===== src/rtl/btn_debounce_repeat.sv =====
`default_nettype none
// ============================================================================
// Module   : btn_debounce_repeat
// Purpose  : Synchronise and debounce a push-button; emit one increment pulse
//            per press plus optional auto-repeat pulses while held.
// Revision : 1.0 - initial release
// ============================================================================
module btn_debounce_repeat #(
    parameter int SYNC_STAGES     = 2,
    parameter int DEBOUNCE_CYCLES = 16,
    parameter int REPEAT_EN       = 1,
    parameter int REPEAT_DELAY    = 64,
    parameter int REPEAT_PERIOD   = 16
) (
    input  logic clk,
    input  logic rst,
    input  logic btn_raw,
    input  logic en,
    output logic pulse_out,
    output logic btn_level,
    output logic repeating
);

    // A delay or period of 1 would put pulses on back-to-back cycles; 2 is the floor.
    localparam int c_delay_eff  = (REPEAT_DELAY  < 2) ? 2 : REPEAT_DELAY;
    localparam int c_period_eff = (REPEAT_PERIOD < 2) ? 2 : REPEAT_PERIOD;
    localparam int c_max_a      = (DEBOUNCE_CYCLES > c_delay_eff) ? DEBOUNCE_CYCLES : c_delay_eff;
    localparam int c_cnt_max    = (c_max_a > c_period_eff) ? c_max_a : c_period_eff;
    localparam int c_cnt_w      = $clog2(c_cnt_max + 1);

    localparam logic [c_cnt_w-1:0] c_deb_last    = c_cnt_w'(DEBOUNCE_CYCLES - 1);
    localparam logic [c_cnt_w-1:0] c_delay_last  = c_cnt_w'(c_delay_eff - 1);
    localparam logic [c_cnt_w-1:0] c_period_last = c_cnt_w'(c_period_eff - 1);
    localparam logic [c_cnt_w-1:0] c_one         = c_cnt_w'(1);

    typedef enum logic [2:0] {
        ST_IDLE      = 3'd0,
        ST_PRESS_CHK = 3'd1,
        ST_HELD      = 3'd2,
        ST_REPEAT    = 3'd3,
        ST_REL_CHK   = 3'd4
    } state_t;

    logic [SYNC_STAGES-1:0] r_sync;
    logic                   w_btn_s;
    state_t                 r_state;
    state_t                 w_state_nxt;
    logic [c_cnt_w-1:0]     r_cnt;
    logic [c_cnt_w-1:0]     w_cnt_nxt;
    logic                   w_fire;
    logic                   r_pulse;
    logic                   r_level;
    logic                   r_repeating;

    always_ff @(posedge clk or negedge rst) begin
        if (!rst) begin
            r_sync <= '0;
        end else begin
            r_sync <= {r_sync[SYNC_STAGES-2:0], btn_raw};
        end
    end

    assign w_btn_s = r_sync[SYNC_STAGES-1];

    always_ff @(posedge clk or negedge rst) begin
        if (!rst) begin
            r_state     <= ST_IDLE;
            r_cnt       <= '0;
            r_pulse     <= 1'b0;
            r_level     <= 1'b0;
            r_repeating <= 1'b0;
        end else begin
            r_state     <= w_state_nxt;
            r_cnt       <= w_cnt_nxt;
            r_pulse     <= w_fire & en;
            r_level     <= (w_state_nxt == ST_HELD) || (w_state_nxt == ST_REPEAT) ||
                           (w_state_nxt == ST_REL_CHK);
            r_repeating <= (w_state_nxt == ST_REPEAT);
        end
    end

    always_comb begin
        w_state_nxt = r_state;
        w_cnt_nxt   = r_cnt;
        w_fire      = 1'b0;
        case (r_state)
            ST_IDLE: begin
                w_cnt_nxt = '0;
                if (w_btn_s) begin
                    if (DEBOUNCE_CYCLES == 1) begin
                        w_state_nxt = ST_HELD;
                        w_fire      = 1'b1;
                    end else begin
                        w_state_nxt = ST_PRESS_CHK;
                        w_cnt_nxt   = c_one;
                    end
                end
            end
            ST_PRESS_CHK: begin
                if (!w_btn_s) begin
                    w_state_nxt = ST_IDLE;
                    w_cnt_nxt   = '0;
                end else if (r_cnt >= c_deb_last) begin
                    w_state_nxt = ST_HELD;
                    w_cnt_nxt   = '0;
                    w_fire      = 1'b1;
                end else begin
                    w_cnt_nxt = r_cnt + c_one;
                end
            end
            ST_HELD, ST_REPEAT: begin
                if (!w_btn_s) begin
                    if (DEBOUNCE_CYCLES == 1) begin
                        w_state_nxt = ST_IDLE;
                        w_cnt_nxt   = '0;
                    end else begin
                        w_state_nxt = ST_REL_CHK;
                        w_cnt_nxt   = c_one;
                    end
                end else if (r_state == ST_REPEAT) begin
                    if (r_cnt >= c_period_last) begin
                        w_cnt_nxt = '0;
                        w_fire    = 1'b1;
                    end else begin
                        w_cnt_nxt = r_cnt + c_one;
                    end
                end else if ((REPEAT_EN != 0) && (r_cnt >= c_delay_last)) begin
                    w_state_nxt = ST_REPEAT;
                    w_cnt_nxt   = '0;
                    w_fire      = 1'b1;
                end else if (r_cnt != '1) begin
                    // Saturates when auto-repeat is off and the button is held indefinitely.
                    w_cnt_nxt = r_cnt + c_one;
                end
            end
            ST_REL_CHK: begin
                if (w_btn_s) begin
                    w_state_nxt = ST_HELD;
                    w_cnt_nxt   = '0;
                end else if (r_cnt >= c_deb_last) begin
                    w_state_nxt = ST_IDLE;
                    w_cnt_nxt   = '0;
                end else begin
                    w_cnt_nxt = r_cnt + c_one;
                end
            end
            default: begin
                w_state_nxt = ST_IDLE;
                w_cnt_nxt   = '0;
            end
        endcase
    end

    assign pulse_out = r_pulse;
    assign btn_level = r_level;
    assign repeating = r_repeating;

endmodule
`default_nettype wire

===== config.mk =====
export PLATFORM = sky130hd
export DESIGN_NAME = btn_debounce_repeat
export DESIGN_NICKNAME = d
export VERILOG_FILES = /design/src/rtl/btn_debounce_repeat.sv
export SDC_FILE = /design/constraint.sdc
export NUM_CORES = 1
export LEC_CHECK = 0
export ABC_CLOCK_PERIOD_IN_PS = 1700
export CAP_MARGIN = 20
export CELL_PAD_IN_SITES_DETAIL_PLACEMENT = 1
export CELL_PAD_IN_SITES_GLOBAL_PLACEMENT = 2
export CORE_MARGIN = 8
export CORE_UTILIZATION = 33
export CTS_CLUSTER_DIAMETER = 100
export DETAILED_ROUTE_END_ITERATION = 16
export MAX_ROUTING_LAYER = met4
export PLACE_DENSITY_LB_ADDON = 0.1
export RECOVER_POWER = 25
export SYNTH_ARGS = -nofsm -noshare
export SYNTH_HDL_FRONTEND = slang
export SYNTH_SLANG_ARGS = --single-unit

===== constraint.sdc =====
create_clock -name clk -period 1.7 [get_ports clk]
set_input_delay 0.34 -clock clk [delete_from_list [all_inputs] [get_ports clk]]
set_output_delay 0.34 -clock clk [all_outputs]
set_load 0.01 [all_outputs]

==> results of run 1 <==
-- power breakdown --
group / leakage (nW) / total (W) / internal, W / switching (W)
Clock: 0.0139 / 0.000220 / 0.0000896 / 0.000131
Sequential: 0.196 / 0.000410 / 0.000384 / 0.0000256
Combinational: 0.239 / 0.000229 / 0.000112 / 0.000117
-- how the worst min path moves through the flow --
stage / startpoint / endpoint / slack, ps / cells after the start
global placement: r_sync[0] / r_sync[1] / 350 / 0
detailed placement: r_sync[0] / r_sync[1] / 340 / 0
finish: r_sync[0] / r_sync[1] / 360 / 0
CTS: rst / r_cnt[3] / 350 / 2
floorplan: rst / btn_level / 40 / 0
global route: r_sync[0] / r_sync[1] / 390 / 0
-- logic make-up after synthesis --
| family | share of synthesized area |
|---|---|
| AND/OR/NAND/NOR | 0.2664 |
| AO/OA/AOI/OAI | 0.1572 |
| flip-flops | 0.4367 |
| buffers and inverters | 0.05531 |
| XOR/XNOR | 0.04076 |
| adder cells (fa/ha/maj) | 0.02765 |
| other | 0.004363 |
| multiplexers | 0.01165 |
-- layout make-up --
type                    count  area (µm²)
repair buffers             23       183.9
multi-input cells          59       467.9
inverters                   1       3.754
clock buffers               3       22.52
fillers                   278        1378
flip-flops and latches     15       376.6
clock inverters             1       7.507
well taps                  30       37.54
-- registers in the layout, indices dropped and copies added (netlist names) --
register,cells
r_state,3
r_sync,2
r_cnt,7
pulse_out,1
repeating,1
btn_level,1
-- repair_timing --
action / 4_1_cts / 5_1_grt
resized for setup: 2 / 4
buffers inserted: 1 / 4
gates cloned: 0 / 0
endpoints found under the setup margin: 3 / 5
pin swaps: 0 / 2
-- layout by cell type, fill, tap and decap left out, types with 2 or more instances in the layout --
| cell type | netlist | routed |
|---|---|---|
| dlygate4sd3_1 | 0 | 2 |
| nor3b_1 | 2 | 2 |
| a211oi_1 | 2 | 2 |
| a21oi_1 | 3 | 3 |
| nor3_2 | 1 | 2 |
| clkbuf_4 | 0 | 3 |
| nor3_1 | 7 | 5 |
| dfrtp_1 | 15 | 14 |
| nor4_4 | 1 | 2 |
| xor2_1 | 2 | 2 |
| nand3_1 | 5 | 5 |
| xnor2_1 | 2 | 2 |
| clkdlybuf4s50_1 | 0 | 4 |
| nand2_1 | 2 | 2 |
| nand4_1 | 3 | 3 |
| nor2_1 | 6 | 6 |
| buf_4 | 1 | 16 |
-- per-layer routing --
| metal | share of wire | track usage |
|---|---|---|
| met1 | 0.48 | 0.1279 |
| met2 | 0.48 | 0.1673 |
| met3 | 0.026 | 0.03020 |
| met4 | 0.016 | 0.04700 |
| met5 | 0 | - |
-- worst reg2reg max path, cell delays in order, from the launching register on --
cell and delay (ps):
dfrtp_2 440, or3_4 430, nor4_4 320, nor3_4 110, o32ai_2 260
-- metrics by stage --
stage | setup TNS, ps | total power, W | utilization | hold WS [ps] | setup slack (ps)
4_1_cts | 0 | 0.0008622 | 0.4293 | 350.3 | 36.60
3_5_place_dp | -35.41 | 0.0006340 | 0.4091 | 343.3 | -35.41
6_report | 0 | 0.0008591 | 0.4439 | 364.1 | 50.23
5_1_grt | -104.8 | 0.0009115 | 0.4439 | 391.3 | -55.89
2_1_floorplan | 0 | 0.0005483 | - | 44.41 | 34.62
3_3_place_gp | 0 | 0.0006309 | 0.4091 | 346.3 | 49.55
==> flow_metrics.env, run 1 <==
export IMPL_grt_overflow=0
export IMPL_path_buf_inv=0
export IMPL_cp_startpoint="r_cnt[6]"
export IMPL_nets=108
export IMPL_ctsHoldBuffers=0
export IMPL_n_antenna_cell=0
export IMPL_grt_pass1_vias=730
export IMPL_relSlewSlack=0.4550
export IMPL_r2r_start="r_cnt[6]"
export IMPL_critPathMaxStageDelay_ps=440
export IMPL_cts_sinks=15
export IMPL_r2r_end="r_cnt[0]"
export IMPL_maxCapViolCount=0
export IMPL_cts_max_path_buffers=2
export IMPL_final_max_slew_viol_count=0
export IMPL_synth_cells=80
export IMPL_routed_via_density=5.326
export IMPL_cts_buffers=3
export IMPL_synth_top_cell_area_share=0.4367
export IMPL_pwr_density_cell_nw_per_um2=781.2
export IMPL_wl_mm=2.226
export IMPL_yosysWarnings=0
export IMPL_drc=0
export IMPL_dominantRegCellSynth="dfrtp_1"
export IMPL_cts_tree="done"
export IMPL_clock_latency_ps=290
export IMPL_finalCritPeriodShare=0.9705
export IMPL_synth_area_um2=859.6
export IMPL_dpl_instance_area_um2=1013
export IMPL_syn_nets=85
export IMPL_synth_largest_area_cell="dfrtp_1"
export IMPL_place_hpwl_mm=1.623
export IMPL_final_setup_viol_count=0
export IMPL_die_area_um2=4494
export IMPL_startpoint_type="flip-flop"
export IMPL_cp_num_cells=4
export IMPL_ys_seq_area_frac=0.4367
export IMPL_critical_path_class="flip-flop to flip-flop"
export IMPL_rr_worst_depth=4
export IMPL_cp_slowest_cell="dfrtp_2"
export IMPL_syn_mean_instance_area_um2=10.74
export IMPL_clk_pin_slew_ps=100
export IMPL_io_pins=7
export IMPL_htree_levels=1
export IMPL_hold_viol=0
export IMPL_crit_path_end_kind="flip-flop"
export IMPL_crit_end="r_cnt[0]"
export IMPL_ys_seq_elements=15
export IMPL_synth_area_leaders="dfrtp_1 44%, nor3_1 4.1%, clkbuf_8 3.2%, nand3_1 2.9%, nor2_1 2.6%"
export IMPL_cts_root_buffer="clkbuf_4"
export IMPL_final_antenna_net_count=0
export IMPL_die_h_um=67.04
export IMPL_grt_max_degree=16
export IMPL_die_x_um=67.04
export IMPL_port_buffers=6
export IMPL_finalClockSkew_ps=1.400
export IMPL_synth_edff_count=0
export IMPL_vias=703
export IMPL_outcome="completed"
export IMPL_crit_family="simple AND/OR/NAND/NOR gates"
export IMPL_hold_class="flip-flop to flip-flop"
export IMPL_drive_above_1_share=0.3333
export IMPL_ys_types=41
export IMPL_grt_pass1_wl_mm=3.512
export IMPL_fmax_mhz=606.1
export IMPL_r2r_setup_slack_ps=50
export IMPL_drt_iter0_drc=8
export IMPL_cp_required_ps=1910
export IMPL_p_leak_nw=0.4482
export IMPL_core_area_um2=2477
export IMPL_period_minus_slack_ps=1650
export IMPL_crit_arrival_ps=1860
export IMPL_tightest_slew_ps=817.5
export IMPL_rows=18
export IMPL_yosysMostFrequentCell="dfrtp_1"
export IMPL_synthArstFlopShare=1.000
export IMPL_grt_antenna_before_repair=0
export IMPL_peakVddDrop_mv=0.5836
export IMPL_crit_fanout=6
export IMPL_crit_chain="or3_4 -> nor4_4 -> nor3_4 -> o32ai_2"
export IMPL_wl_per_cell_um=16.86
export IMPL_grtUsageTotal=0.1081
export IMPL_finalNonFillerCells=132
export IMPL_synth_common_cells="15 x dfrtp_1, 7 x nor3_1, 6 x nor2_1"
export IMPL_initial_core_util=0.3470
export IMPL_area_growth_pct=27.95
export IMPL_routabilityCongestion=0.7599
export IMPL_post_place_cells=124
export IMPL_postLayoutCellArea_um2=1100
export IMPL_drt_pass1_iter_count=4
No activity file was read; power rests on OpenSTA's default activity.
==> inputs of run 2 (changes only) <==
--- a/config.mk
+++ b/config.mk
@@ -10,7 +10,7 @@
 export CELL_PAD_IN_SITES_DETAIL_PLACEMENT = 1
 export CELL_PAD_IN_SITES_GLOBAL_PLACEMENT = 2
 export CORE_MARGIN = 8
-export CORE_UTILIZATION = 33
+export CORE_UTILIZATION = 30
 export CTS_CLUSTER_DIAMETER = 100
 export DETAILED_ROUTE_END_ITERATION = 16
 export MAX_ROUTING_LAYER = met4
==> run 2 against run 1 <==
  * Clock skew grew 3.5 ps
  * Sequential share of layout area rose by 1.7 points
  * Global-route usage decreased by 0.64 points
  * Critical path depth unchanged
  * Final cell count decreased by 4.5%
  * Via count decreased by 3.1%
  * Register-to-register slack barely moved
  * Routed wire length fell by 2.8%
==> flow_metrics.env, run 2 (synthesis gave the netlist of run 1 again) <==
export IMPL_outcome="completed"
export IMPL_rows=19
export IMPL_multiInputGateArea_um2=469.2
export IMPL_postLayoutCellArea_um2=1047
export IMPL_critical_path_class="flip-flop to flip-flop"
export IMPL_whs_endpoint="r_sync[1]"
export IMPL_tightest_slew_ps=881.1
export IMPL_hold_viol=0
export IMPL_initial_core_util=0.3144
export IMPL_register_area_um2=376.6
export IMPL_cts_buffers=3
export IMPL_clock_latency_ps=290
export IMPL_fin_ws_ps=55.68
export IMPL_p_leak_nw=0.4160
export IMPL_crit_fanout=6
export IMPL_die_x_um=69.53
export IMPL_crit_arrival_ps=1860
export IMPL_reg_top3="r_cnt: 7 flops, r_state: 3 flops, r_sync: 2 flops"
export IMPL_path_buf_inv=0
export IMPL_wl_mm=2.163
export IMPL_rr_worst_depth=4
export IMPL_dpl_instance_area_um2=984.7
export IMPL_critPathMaxStageDelay_ps=460
export IMPL_grt_antenna_before_repair=0
export IMPL_port_buffers=6
export IMPL_die_area_um2=4834
export IMPL_grt_pass1_wl_mm=3.898
export IMPL_drc=0
export IMPL_drt_pass1_iter_count=2
export IMPL_crit_family="simple AND/OR/NAND/NOR gates"
export IMPL_core_area_um2=2734
export IMPL_largest_reg_flops=7
export IMPL_cts_tree="done"
export IMPL_post_place_cells=121
export IMPL_pre_cts_ws_ps=21.80
export IMPL_grt_overflow=0
export IMPL_routabilityCongestion=0.7526
export IMPL_finalClockSkew_ps=4.885
export IMPL_fmax_mhz=608.2
export IMPL_whs_ps=362.3
export IMPL_final_setup_viol_count=0
export IMPL_drive_above_1_share=0.2947
export IMPL_grt_max_degree=16
export IMPL_layout_common_cells="14 x dfrtp_1, 9 x buf_4, 6 x nor3_1, 6 x nor2_1, 5 x nand3_1"
export IMPL_startpoint_type="flip-flop"
export IMPL_fillerInstances=307
export IMPL_final_common_cell="dfrtp_1"
export IMPL_fin_util=0.3831
export IMPL_peakVddDrop_mv=0.4472
export IMPL_cp_required_ps=1910
export IMPL_n_antenna_cell=0
export IMPL_hp_start="r_sync[0]"
export IMPL_drt_iter0_drc=12
export IMPL_routed_via_density=5.405
export IMPL_grtUsageTotal=0.1017
export IMPL_relSlewSlack=0.4126
export IMPL_maxCapViolCount=0
export IMPL_crit_path_end_kind="flip-flop"
export IMPL_vias=681
export IMPL_htree_levels=1
export IMPL_cts_root_buffer="clkbuf_4"
export IMPL_max_flop_register="r_cnt"
export IMPL_hold_depth=0
export IMPL_r2r_setup_slack_ps=60
export IMPL_ctsHoldBuffers=0
export IMPL_final_antenna_net_count=0
export IMPL_place_hpwl_mm=1.590
export IMPL_cp_slowest_cell="dfrtp_2"
export IMPL_finalNonFillerCells=126
export IMPL_die_h_um=69.53
export IMPL_hold_class="flip-flop to flip-flop"
export IMPL_r2r_end="r_cnt[0]"
export IMPL_area_growth_pct=21.83
export IMPL_clk_pin_slew_ps=100
export IMPL_r2r_start="r_cnt[5]"
export IMPL_cts_max_path_buffers=2
export IMPL_finalCritPeriodShare=0.9672
export IMPL_period_minus_slack_ps=1644
export IMPL_final_max_slew_viol_count=0
export IMPL_nets=101
export IMPL_grt_pass1_vias=797
export IMPL_pwr_density_cell_nw_per_um2=807.2
export IMPL_cts_sinks=15
export IMPL_wl_per_cell_um=17.17
export IMPL_crit_chain="or3_4 -> nor4_4 -> nor3_4 -> o32ai_2"
export IMPL_io_pins=7
## run 2: changes by cell type in the layout (fill, tap and decap cells not counted)
cell	change
a211oi_2	+1
buf_4	-7
nor3_1	+1
nor3_2	-1
clkinv_2	+1
clkinvlp_4	-1
o22a_2	+1
a211oi_1	-1
o22a_1	-1
## run 2: worst max-delay path by stage
stage	start	to	slack (ps)	depth (start not counted)
2_1_floorplan	r_cnt[0]	r_cnt[0]	30	6
3_3_place_gp	r_cnt[0]	r_cnt[0]	50	5
3_5_place_dp	r_cnt[0]	r_cnt[0]	20	5
4_1_cts	r_cnt[0]	r_cnt[0]	6	5
5_1_grt	r_cnt[0]	r_cnt[5]	-1	6
6_report	r_cnt[5]	r_cnt[0]	60	4
## run 2: final cells by class
| class | count | area share |
|---|---|---|
| inverter | 1 | 0.003584 |
| clock buffer | 3 | 0.02151 |
| sequential | 15 | 0.3596 |
| timing repair buffer | 16 | 0.1254 |
| clock inverter | 1 | 0.004779 |
| multi-input combinational | 59 | 0.4480 |
| tap | 31 | 0.03704 |
## run 2: what timing repair did
item                                    4_1_cts  5_1_grt
endpoints found under the setup margin        3        8
setup buffers                                 0        1
hold endpoints to repair                      0        0
pin swaps                                     0        3
gates resized for setup                       3        4
## run 2: power by group
group	leakage, nW	internal [W]	switching (W)	total [W]
registers	0.195	0.000384	0.0000296	0.000413
clock network	0.0177	0.0000877	0.000128	0.000216
logic	0.203	0.000106	0.000110	0.000216
total	0.416	0.000577	0.000268	0.000845
## run 2: per-layer routing
metal  vias to the layer above  share of wire  GRT usage
met5                         -              0          -
met4                         0          0.014    0.04784
met3                         4          0.026    0.02432
met2                         7           0.49     0.1568
met1                       343           0.47     0.1215
li1                        327              -          -
## run 2: worst register-to-register path, cell delays in order, from the launching register on
cell     delay, ps
dfrtp_2        460
or3_4          420
nor4_4         320
nor3_4         100
o32ai_2        250
## run 2: through the flow
stage	setup TNS, ps	total power, W
4_1_cts	0	0.0008536
5_1_grt	-1.354	0.0008967
6_report	0	0.0008453
3_3_place_gp	0	0.0006268
2_1_floorplan	0	0.0005483
3_5_place_dp	0	0.0006268
==> RTL change 1: new RTL, settings of run 1 <==
Re-encode `state_t` (5 states) as one-hot, 5 bits wide.
--- a/src/rtl/btn_debounce_repeat.sv
+++ b/src/rtl/btn_debounce_repeat.sv
@@ -34,10 +34,10 @@
     localparam logic [c_cnt_w-1:0] c_one         = c_cnt_w'(1);
 
-    typedef enum logic [2:0] {
-        ST_IDLE      = 3'd0,
-        ST_PRESS_CHK = 3'd1,
-        ST_HELD      = 3'd2,
-        ST_REPEAT    = 3'd3,
-        ST_REL_CHK   = 3'd4
+    typedef enum logic [4:0] {
+        ST_IDLE      = 5'b00001,
+        ST_PRESS_CHK = 5'b00010,
+        ST_HELD      = 5'b00100,
+        ST_REPEAT    = 5'b01000,
+        ST_REL_CHK   = 5'b10000
     } state_t;
 
Function: same outputs for any inputs over 10 cycles, from zero or initial values and one cycle with rst low; not proved beyond that.
==> RTL change 1 against run 1 <==
- cell area up 10%
- die area up 11%
- sequential cell count up 2
- wire length up 13%
- total power up 44%
- combinational power up 93%
- worst setup slack better by 0.027 ns
- clock skew up 0.0029 ns
- synthesized area up 15%
- largest cell class unchanged
- largest power group unchanged
==> RTL change 1: results (changes against run 1) <==
| Stage | Item | This run | vs run 1 |
| --- | --- | --- | --- |
| power | Leak pwr | 0.5071 nW | was 0.4482 nW |
| routing | Via count | 788 | was 703 |
| timing | Worst hold slack | 0.3695 ns | was 0.3641 ns |
| global route | Global-route wire length before repair | 4.353 mm | was 3.512 mm |
| place | Minimum setup slack after placement | -0.01036 ns | was -0.03541 ns |
| global route | Maximum number of pins on one net before global-route repair | 15 | was 16 |
| final layout | Share of final-layout standard cells stronger than drive strength 1 | 23.93% | was 33.33% |
| yosys | Sequential share of the synthesized area | 43.33% | was 43.67% |
| place | Global placement routability congestion | 0.7984 | was 0.7599 |
| timing | Worst setup skew after layout | 0.004257 ns | was 0.001400 ns |
| critical path | WP data arrival | 1.85 ns |  |
| critical path | Worst reg-to-reg setup slack | 0.08 ns | was 0.05 ns |
| global route | Total routing resource utilization after global routing | 11.18% | was 10.81% |
| place | Detail Placement HPWL | 1.907 mm | was 1.623 mm |
| critical path | Worst path max stage delay | 0.41 ns | was 0.44 ns |
| yosys | Cells taking the most area after synthesis | sky130_fd_sc_hd__dfrtp_1 41%, sky130_fd_sc_hd__xor2_1 4.4%, sky130_fd_sc_hd__a2111oi_4 2.8%, sky130_fd_sc_hd__dfstp_2 2.7%, sky130_fd_sc_hd__xnor2_1 2.7% | was sky130_fd_sc_hd__dfrtp_1 44%, sky130_fd_sc_hd__nor3_1 4.1%, sky130_fd_sc_hd__clkbuf_8 3.2%, sky130_fd_sc_hd__nand3_1 2.9%, sky130_fd_sc_hd__nor2_1 2.6% |
| yosys | Syn nets | 102 | was 85 |
| yosys | Syn Area/Cell | 10.15 µm² | was 10.74 µm² |
| final layout | Registers with the highest flip-flop counts | r_cnt x7, r_state x5, r_sync x2 | was r_cnt x7, r_state x3, r_sync x2 |
| final layout | Net count of the finished layout | 123 | was 108 |
| yosys | Top cells by instance count after synthesis | 16 x sky130_fd_sc_hd__dfrtp_1, 6 x sky130_fd_sc_hd__nor2_1, 5 x sky130_fd_sc_hd__inv_1, 5 x sky130_fd_sc_hd__nand3_1, 5 x sky130_fd_sc_hd__xor2_1 | was 15 x sky130_fd_sc_hd__dfrtp_1, 7 x sky130_fd_sc_hd__nor3_1, 6 x sky130_fd_sc_hd__nor2_1, 5 x sky130_fd_sc_hd__nand3_1 |
| timing | Final critical delay including setup and external delays | 1.623 ns | was 1.650 ns |
| routing | Length of routed met3 wiring | 43 µm | was 57 µm |
| critical path | Cell type of the slowest stage on the worst timing path | sky130_fd_sc_hd__dfrtp_1 | was sky130_fd_sc_hd__dfrtp_2 |
| routing | Average routed wire per standard cell | 16.71 µm | was 16.86 µm |
| clock tree | Clock insertion delay at the later pin of the skew report | 0.30 ns |  |
| critical path | Crit Path Max Fanout | 5 | was 6 |
| routing | WL met1 | 1.153 mm | was 1.058 mm |
| run status | Result of the run | complete, no violations | unchanged |
| routing | Detailed router's first-iteration violation count | 35 | was 8 |
| global route | Vias in the first global route | 882 | was 730 |
| place | Total placed cells including tap cells | 145 | was 124 |
| routing | Drt total wl | 2.507 mm | was 2.226 mm |
==> RTL change 1: metrics by stage <==
step	instance area (µm²)	power, mW
after floorplan	984.7	0.8185
after global placement	1156	0.9915
after detailed placement	1156	0.9927
after CTS	1196	1.240
after global routing	1210	1.320
final	1210	1.233
==> RTL change 1: metal layers <==
| layer | track usage [%] | up-vias |
|---|---|---|
| li1 | - | 394 |
| met1 | 13.59 | 390 |
| met2 | 17.73 | 2 |
| met3 | 2.260 | 2 |
| met4 | 4.388 | 0 |
| met5 | - | - |
==> RTL change 1: final timing paths <==
check                           startpoint         to  cells past startpoint
max in group asynchronous              rst   r_cnt[0]                      2
worst max-delay path              r_cnt[0]   r_cnt[1]                      5
worst max register to register    r_cnt[0]   r_cnt[1]                      5
worst min-delay path             r_sync[0]  r_sync[1]                      0
worst min register to register   r_sync[0]  r_sync[1]                      0
min in group asynchronous              rst  r_sync[1]                      1
==> RTL change 1: cell type report <==
type / instances / area [µm²]
Inverter: 5 / 18.77
Multi-Input combinational cell: 69 / 511.7
Fill cell: 336 / 1743
Timing Repair Buffer: 22 / 180.2
Sequential cell: 17 / 427.9
Tap cell: 33 / 41.29
Clock inverter: 1 / 7.507
Clock buffer: 3 / 22.52
==> RTL change 1: power groups by stage <==
stage               Clock (mW)  Sequential [mW]  Combinational (mW)
floorplan                    0            0.524               0.294
global route             0.266            0.571               0.483
CTS                      0.250            0.554               0.436
global placement             0            0.558               0.434
detailed placement           0            0.560               0.433
finish                   0.231            0.562               0.441
==> RTL change 1: what timing repair did <==
item,in CTS,in global routing
pin swaps,2,0
endpoints found under the setup margin,6,10
resized for setup,1,3
buffers inserted,1,0
==> RTL change 1: logic make-up (layout without fill, tap and decap cells) <==
logic type	Yosys count	count (layout)	share of synthesized area (%)
buf+inv	11	31	6.226
flops	17	17	43.33
simple gates	37	37	22.75
fa+ha+maj	1	1	1.270
mux	1	1	1.017
other cells	1	1	0.3808
xor+xnor	8	8	7.116
compound gates	21	21	17.92
==> RTL change 1: worst max-delay path: cells and delay by family, from the launching register on <==
family                   cells  cell delay, ns
AND/OR/NAND/NOR              1            0.15
adder cells (fa/ha/maj)      1            0.22
AO/OA/AOI/OAI                3            0.77
flip-flops                   1            0.41
==> RTL change 2: new RTL, settings of run 1 <==
Without the edit above. Set the parameter `REPEAT_EN` to 0 (it was 1).
--- a/src/rtl/btn_debounce_repeat.sv
+++ b/src/rtl/btn_debounce_repeat.sv
@@ -9,5 +9,5 @@
     parameter int SYNC_STAGES     = 2,
     parameter int DEBOUNCE_CYCLES = 16,
-    parameter int REPEAT_EN       = 1,
+    parameter int REPEAT_EN       = 0,
     parameter int REPEAT_DELAY    = 64,
     parameter int REPEAT_PERIOD   = 16
Behaviour: same outputs for any inputs over 10 cycles, from zero or initial values and one cycle with rst low; that may be too few to reach the edited logic, so the function may still have changed.
==> RTL change 2 against run 1 <==
- sequential cell count is the same
- count of clock-buffer cells in the layout increased by 1
- synthesized area is 12% lower
- largest cell class is now sequential cells
- wire length is 13% lower
- worst setup slack worse by 0.016 ns
- non-clock buffer count is 4 lower
- cell area fell by 12%
Power is not compared: it rests on default switching activity, and its combinational part moved more than twofold at a synthesized area within 25%.
==> RTL change 2: results (changes against run 1) <==
| Stage | Item | This run | vs run 1 |
| --- | --- | --- | --- |
| yosys | Top cells by instance count after synthesis | 15 x sky130_fd_sc_hd__dfrtp_1, 5 x sky130_fd_sc_hd__a21oi_1, 5 x sky130_fd_sc_hd__nand2_1, 5 x sky130_fd_sc_hd__o21ai_0, 4 x sky130_fd_sc_hd__and3_2 | was 15 x sky130_fd_sc_hd__dfrtp_1, 7 x sky130_fd_sc_hd__nor3_1, 6 x sky130_fd_sc_hd__nor2_1, 5 x sky130_fd_sc_hd__nand3_1 |
| routing | Number of iterations in the first detailed-routing pass | 2 | was 4 |
| global route | Total routing resource utilization after global routing | 10.42% | was 10.81% |
| critical path | Worst Setup SP | r_cnt[0] | was r_cnt[6] |
| clock tree | Clock insertion delay at the later pin of the skew report | 0.29 ns | about the same |
| global route | Global-route wire length before repair | 3.229 mm | was 3.512 mm |
| critical path | Worst reg-to-reg setup slack | 0.03 ns | was 0.05 ns |
| power | Leak pwr | 0.4256 nW |  |
| place | Post-placement cell area | 919.6 µm² | was 1013 µm² |
| timing | Worst slew margin | 43.89% | was 45.50% |
| clock tree | Count of instances resized after the clock tree is built | 0 | was 2 |
| final layout | Share of final-layout standard cells stronger than drive strength 1 | 27.96% | was 33.33% |
| timing | Worst setup skew after layout | 0.008514 ns | was 0.001400 ns |
| yosys | Sequential share of the synthesized area | 49.75% | was 43.67% |
| place | Detail Placement HPWL | 1.391 mm | was 1.623 mm |
| yosys | Most frequently used flop master after synthesis | sky130_fd_sc_hd__dfrtp_1 | unchanged |
| yosys | Syn nets | 78 | was 85 |
| critical path | Worst path max stage delay | 0.42 ns | was 0.44 ns |
| final layout | Area growth from synthesis to layout | 27.86% | was 27.95% |
| routing | Via count | 663 | was 703 |
| yosys | Cells taking the most area after synthesis | sky130_fd_sc_hd__dfrtp_1 50%, sky130_fd_sc_hd__and3_2 4.0%, sky130_fd_sc_hd__a21oi_1 3.3%, sky130_fd_sc_hd__o21ai_0 3.3%, sky130_fd_sc_hd__nand2_1 2.5% | was sky130_fd_sc_hd__dfrtp_1 44%, sky130_fd_sc_hd__nor3_1 4.1%, sky130_fd_sc_hd__clkbuf_8 3.2%, sky130_fd_sc_hd__nand3_1 2.9%, sky130_fd_sc_hd__nor2_1 2.6% |
| final layout | Net count of the finished layout | 99 | was 108 |
| critical path | WP data arrival | 1.85 ns |  |
| yosys | Netlist cell types | 35 | was 41 |
| timing | Worst hold slack | 0.3720 ns | was 0.3641 ns |
| critical path | Cell type of the slowest stage on the worst timing path | sky130_fd_sc_hd__dfrtp_1 | was sky130_fd_sc_hd__dfrtp_2 |
| routing | Detailed router's first-iteration violation count | 5 | was 8 |
| clock tree | Buffer count from post-CTS setup fixing | 2 | was 1 |
| final layout | Number of fillers in the final layout | 252 | was 278 |
| routing | Drt total wl | 1.926 mm | was 2.226 mm |
| run status | Result of the run | complete, no violations | unchanged |
| place | Global placement routability congestion | 0.7588 | was 0.7599 |
RTL change 2: cell type report:
cell class / instances / share of cell area [%]
inverter: 1 / 0.3891
timing repair buffer: 19 / 15.95
sequential: 15 / 38.91
tap: 28 / 3.632
multi-input combinational: 54 / 38.39
clock buffer: 4 / 2.724
RTL change 2: path summary, 6_finish.rpt:
kind / to / depth (start not counted)
max in group asynchronous: r_cnt[3] / 2
setup reg to reg: btn_level / 5
hold / removal: r_sync[1] / 0
hold reg to reg: r_sync[1] / 0
min in group asynchronous: pulse_out / 2
setup / recovery: btn_level / 5
RTL change 2: report_power, final:
part           internal, mW  leakage [nW]  total (mW)  switching (mW)
Combinational        0.0198         0.210      0.0419          0.0222
Sequential            0.363         0.200       0.371         0.00770
Clock                0.0911        0.0150       0.207           0.115
Total                 0.474         0.426       0.619           0.145
RTL change 2: cells by family after synthesis:
kind of cell / count (synthesis) / synth area share (%)
XOR/XNOR: 1 / 1.161
flip-flops: 15 / 49.75
AND/OR/NAND/NOR: 31 / 26.53
adder cells (fa/ha/maj): 1 / 1.658
buffers and inverters: 4 / 2.155
AO/OA/AOI/OAI: 21 / 18.74
RTL change 2: per-stage QoR:
step | power [mW] | instances | worst slack (ns)
after floorplan | 0.3942 | 73 | 0.004192
after global placement | 0.4225 | 114 | 0.03266
after CTS | 0.6341 | 120 | 0.01840
final | 0.6194 | 121 | 0.03397
after detailed placement | 0.4230 | 114 | -0.006801
after global routing | 0.6534 | 121 | -0.01316
RTL change 2: layer usage:
layer | global-route usage, % | share of wire (%) | vias to the layer above
li1 | - | - | 317
met5 | - | 0 | -
met1 | 12.09 | 47 | 337
met2 | 15.81 | 48 | 7
met4 | 3.343 | 0.73 | 0
met3 | 4.530 | 3.8 | 2
